**src/rtl/req_master.sv**
```systemverilog
// Initiator side of a four-phase req/ack word transfer, fed by a small command FIFO.
// Optional feature: define REQ_MASTER_RETRY_EN to re-issue timed-out words up to MAX_RETRIES times.
module req_master #(
   parameter int unsigned DATA_W      = 32,
   parameter int unsigned FIFO_DEPTH  = 4,
   parameter int unsigned TIMEOUT     = 16,
   parameter int unsigned MAX_RETRIES = 2
) (
   input  logic              clk,
   input  logic              rst_n,
   input  logic              cmd_valid,
   input  logic [DATA_W-1:0] cmd_data,
   output logic              cmd_ready,
   output logic              req,
   output logic [DATA_W-1:0] data,
   input  logic              ack,
   output logic              busy,
   output logic              done,
   output logic              timeout_err,
   output logic [15:0]       sent_count
);

   localparam int unsigned AW = $clog2(FIFO_DEPTH);
   localparam int unsigned TW = $clog2(TIMEOUT);

   if (FIFO_DEPTH < 2 || (FIFO_DEPTH & (FIFO_DEPTH - 1)) != 0 || TIMEOUT < 2 ||
       MAX_RETRIES > 255) begin : g_param_check
      $error("req_master: illegal parameter value");
   end

   typedef enum logic [1:0] {StIdle, StReq, StRel} state_t;

   state_t              state_q, state_d;
   logic                req_q, req_d;
   logic [DATA_W-1:0]   data_q, data_d;
   logic                done_q, done_d;
   logic                terr_q, terr_d;
   logic [15:0]         sent_q, sent_d;
   logic [TW-1:0]       timer_q, timer_d;

   logic [DATA_W-1:0]   mem_q [FIFO_DEPTH];
   logic [AW-1:0]       wr_ptr_q, rd_ptr_q;
   logic [AW:0]         count_q;
   logic                push, pop;

`ifdef REQ_MASTER_RETRY_EN
   localparam int unsigned RW = (MAX_RETRIES > 0) ? $clog2(MAX_RETRIES + 1) : 1;
   logic [RW-1:0]       retries_q, retries_d;
   // Set by a retryable timeout: the next S_IDLE re-issues data_q instead of popping.
   logic                reissue_q, reissue_d;
`endif

   assign cmd_ready = (count_q != (AW + 1)'(FIFO_DEPTH));
   assign push      = cmd_valid && cmd_ready;
   assign busy      = (state_q != StIdle) || (count_q != '0);

   assign req         = req_q;
   assign data        = data_q;
   assign done        = done_q;
   assign timeout_err = terr_q;
   assign sent_count  = sent_q;

   // Storage is not reset; the pointers alone define what is queued.
   always_ff @(posedge clk) begin
      if (push) mem_q[wr_ptr_q] <= cmd_data;
   end

   always_ff @(posedge clk or negedge rst_n) begin
      if (!rst_n) begin
         wr_ptr_q <= '0;
         rd_ptr_q <= '0;
         count_q  <= '0;
      end else begin
         if (push) wr_ptr_q <= wr_ptr_q + 1'b1;
         if (pop)  rd_ptr_q <= rd_ptr_q + 1'b1;
         unique case ({push, pop})
            2'b10:   count_q <= count_q + 1'b1;
            2'b01:   count_q <= count_q - 1'b1;
            default: count_q <= count_q;
         endcase
      end
   end

   always_comb begin
      state_d = state_q;
      req_d   = req_q;
      data_d  = data_q;
      done_d  = 1'b0;
      terr_d  = 1'b0;
      sent_d  = sent_q;
      timer_d = timer_q;
      pop     = 1'b0;
`ifdef REQ_MASTER_RETRY_EN
      retries_d = retries_q;
      reissue_d = reissue_q;
`endif
      unique case (state_q)
         StIdle: begin
`ifdef REQ_MASTER_RETRY_EN
            if (reissue_q) begin
               req_d     = 1'b1;
               timer_d   = '0;
               reissue_d = 1'b0;
               state_d   = StReq;
            end else
`endif
            if (count_q != '0) begin
               pop     = 1'b1;
               data_d  = mem_q[rd_ptr_q];
               req_d   = 1'b1;
               timer_d = '0;
`ifdef REQ_MASTER_RETRY_EN
               retries_d = '0;
`endif
               state_d = StReq;
            end
         end
         StReq: begin
            if (ack) begin
               req_d   = 1'b0;
               done_d  = 1'b1;
               sent_d  = sent_q + 16'd1;
               state_d = StRel;
            end else if (timer_q == TW'(TIMEOUT - 1)) begin
               req_d   = 1'b0;
               state_d = StRel;
`ifdef REQ_MASTER_RETRY_EN
               if (retries_q < RW'(MAX_RETRIES)) begin
                  retries_d = retries_q + 1'b1;
                  reissue_d = 1'b1;
               end else begin
                  terr_d = 1'b1;
               end
`else
               terr_d = 1'b1;
`endif
            end else begin
               timer_d = timer_q + 1'b1;
            end
         end
         StRel: begin
            if (!ack) state_d = StIdle;
         end
         default: state_d = StIdle;
      endcase
   end

   always_ff @(posedge clk or negedge rst_n) begin
      if (!rst_n) begin
         state_q <= StIdle;
         req_q   <= 1'b0;
         data_q  <= '0;
         done_q  <= 1'b0;
         terr_q  <= 1'b0;
         sent_q  <= '0;
         timer_q <= '0;
      end else begin
         state_q <= state_d;
         req_q   <= req_d;
         data_q  <= data_d;
         done_q  <= done_d;
         terr_q  <= terr_d;
         sent_q  <= sent_d;
         timer_q <= timer_d;
      end
   end

`ifdef REQ_MASTER_RETRY_EN
   always_ff @(posedge clk or negedge rst_n) begin
      if (!rst_n) begin
         retries_q <= '0;
         reissue_q <= 1'b0;
      end else begin
         retries_q <= retries_d;
         reissue_q <= reissue_d;
      end
   end
`endif

endmodule

```
**config.mk**
```make
export PLATFORM = sky130hd
export DESIGN_NAME = req_master
export DESIGN_NICKNAME = d
export VERILOG_FILES = /design/src/rtl/req_master.sv
export SDC_FILE = /design/constraint.sdc
export NUM_CORES = 1
export LEC_CHECK = 0
export CORE_ASPECT_RATIO = 1.2
export CORE_MARGIN = 2
export CORE_UTILIZATION = 50
export CTS_CLUSTER_SIZE = 40
export DETAILED_ROUTE_END_ITERATION = 12
export GPL_TIMING_DRIVEN = 1
export PLACE_DENSITY_LB_ADDON = 0.15
export SLEW_MARGIN = 20
export SYNTH_ARGS = -nofsm -noshare
export SYNTH_HDL_FRONTEND = slang
export SYNTH_SLANG_ARGS = --single-unit
```
**constraint.sdc**
```tcl
create_clock -name clk -period 1.94 [get_ports clk]
set_input_delay 0.388 -clock clk [delete_from_list [all_inputs] [get_ports clk]]
set_output_delay 0.388 -clock clk [all_outputs]
set_load 0.01 [all_outputs]
```
==> metrics.txt <==
IO Pins 89; Final Instance Area 9330 sq um; Core Rows 48; slew margin rel. 0.686; WL/cell 18.8 microns; crit path kind flop to output port; Cells after Synth 436; gr usage total 0.191; CTS Root Cell clkbuf_16; fin. max-slew vios 0; Synth Register Bits 192; Worst Path Buf+Inv 1; fmax 541 MHz; Vias 3959; critical-path maximum fanout 5; CTS tree built; vias in the first global route 4172; fin cells 741; antenna viol nets, final 0; gpl congestion 0.809; fin worst setup slack 0.0932 ns; pwr/cell area 1540 nW/um^2; Detailed Route WL 13900 microns; Syn-to-layout area delta 26.8%; Max VDD drop 0.750 mV; Worst path depth 1; total of fill cells in the finished design 1041; crit-path max cell delay 0.58 ns; GR Overflow Total 0; crit-path cells clkdlybuf4s50_1; # setup viols final 0; max_cap viols 0; number of CTS-inserted buffers 17; Via density 5.34; RSZ-0062 raised after global routing no; CTS max path bufs 2; Worst Hold Margin 0.442 ns; Req. time, crit path 1.55 ns; Synth Net Count 480; Setup crit end kind output port; leakage 3.61 nW; Clock Skews 0.00785 ns; Setup TNS 0 ns; Setup WS pre-CTS -0.172 ns; die area 15700 sq um; Post-synth top flop edfxtp_1; Final Critical Period 1.85 ns; DP Wirelength 8600 microns; PortBufs 88; EDFF count, synth 128; WP data arrival 1.46 ns; Initial Util 0.511; Hold WC Path Type input pin to asynchronous set/reset pin; first-pass detailed-route iteration total 4; synth unique cells 33; largest net degree at the start of global routing 36; FFs w/ async S/R, synth 0.333; fin crit share 0.952; Layout Utilization 0.648; clock latency on the worst-skew pair 0.42 ns; CP Launch Type flop; post-synthesis sequential area ratio 0.740; final hold viol count 0; drt initial violations 192; DR DRC count 0; total power 14.4 mW; Core ar. 14400 sq um; placed cell areas 8670 sq um; warnings from Yosys 0; Reg2Reg Depth 10; Nets 597; global-route wire length before repair 21800 microns; critical path's top delay family buffers and inverters; die outline width 115 microns; Syn Std Cell Area 7360 sq um; Slew @ Worst Pin 0.471 ns; Die Ht 137 microns; share of cells above drive strength 1 0.201; Reg clk slew, reported paths 0.07 ns; Antenna Diode Count 0; Clock Sinks 192; Syn Area/Cell 16.9 sq um; htree depth 4; Placed Cells 705; status completed; initial antenna violation count 0; Critical Path Slowest Stage Cell clkdlybuf4s50_1
## layer usage
metal	wire length, microns	global-route usage	vias up	share of wire
met2	7540	0.339	97	0.54
met4	172	0.0716	0	0.012
met1	5690	0.229	2031	0.41
li1	-	-	1817	-
met3	499	0.0412	14	0.036
met5	0	0	-	0
## flip-flops by register name (all words and copies together), names as in the netlist
name	flops
mem_q	128
data	32
sent_count	16
timer_q	4
count_q	3
rd_ptr_q	2
state_q	2
wr_ptr_q	2
done	1
req	1
timeout_err	1
## where the power goes
| group | leakage, nW | total (mW) | switching (mW) | internal, mW |
|---|---|---|---|---|
| logic | 1.33 | 4.78 | 2.39 | 2.39 |
| registers | 1.98 | 6.02 | 0.498 | 5.52 |
| clock network | 0.306 | 3.60 | 1.46 | 2.14 |
| total | 3.61 | 14.4 | 4.36 | 10.1 |
## synth_stat cells (2+ instances only)
cell | instances | area share
nand2_1 | 109 | 0.056
nor2_1 | 8 | 0.0041
nand4_1 | 2 | 0.0017
ha_1 | 7 | 0.012
mux2_2 | 2 | 0.0031
and2_1 | 2 | 0.0017
o21ai_0 | 3 | 0.0020
nor3_1 | 2 | 0.0014
mux2i_1 | 2 | 0.0027
nand3b_1 | 2 | 0.0020
nor4_4 | 2 | 0.0058
dfrtp_1 | 64 | 0.22
inv_1 | 9 | 0.0046
nand3_1 | 7 | 0.0048
xor2_1 | 8 | 0.0095
buf_2 | 11 | 0.0075
buf_6 | 3 | 0.0046
nand2b_1 | 2 | 0.0017
and3_1 | 5 | 0.0043
mux4_2 | 32 | 0.098
xnor2_1 | 15 | 0.018
edfxtp_1 | 128 | 0.52
## timing repair
action	in CTS	in global routing
setup buffers	0	3
pin swaps	0	1
hold endpoints to repair	29	0
gates resized for setup	5	5
hold buffers	1	0
setup endpoints to repair	2	2
## kinds of logic after synthesis
group | synth area share
flip-flops | 0.740
AND/OR/NAND/NOR | 0.0947
multiplexers | 0.104
buffers and inverters | 0.0177
XOR/XNOR | 0.0274
adder cells (fa/ha/maj) | 0.0146
AO/OA/AOI/OAI | 0.00204
## cell usage in the layout, fill, tap and decap left out, types with 4 or more instances in the layout
| cell | Yosys | final |
|---|---|---|
| dfrtp_1 | 64 | 61 |
| inv_1 | 9 | 6 |
| xnor2_1 | 15 | 15 |
| clkdlybuf4s50_1 | 0 | 85 |
| buf_4 | 0 | 16 |
| and3_2 | 0 | 4 |
| buf_12 | 0 | 9 |
| xor2_1 | 8 | 8 |
| mux4_2 | 32 | 32 |
| nand3_1 | 7 | 6 |
| edfxtp_1 | 128 | 128 |
| clkinv_4 | 0 | 4 |
| nor2_1 | 8 | 7 |
| clkbuf_16 | 0 | 17 |
| ha_1 | 7 | 6 |
| nand2_1 | 109 | 109 |
## worst reg2reg max path, delay by kind of cell (launching register included)
family                   cells  cell delay, ns
flip-flops                   1            0.41
adder cells (fa/ha/maj)      2            0.46
XOR/XNOR                     2            0.28
buffers and inverters        3            0.19
AND/OR/NAND/NOR              3            0.34
## worst paths after layout
path,start,end,slack [ns]
min in group clk,sent_count[15],sent_count[15],0.47
worst min register to register,sent_count[15],sent_count[15],0.47
worst max register to register,count_q[0],count_q[2],0.18
worst max-delay path,sent_count[5],sent_count[5],0.09
max in group asynchronous,rst_n,rd_ptr_q[1],0.93
worst min-delay path,rst_n,req,0.44
## final cells by class
type	count	area (sq um)	area share
clock inverter	12	156	0.0168
inverter	10	42.5	0.00456
timing repair buffer	113	1180	0.126
clock buffer	20	467	0.0500
tap	175	219	0.0235
sequential	192	5450	0.584
multi-input combinational	219	1820	0.195
Note: power is estimated with default switching activity, not from simulation.
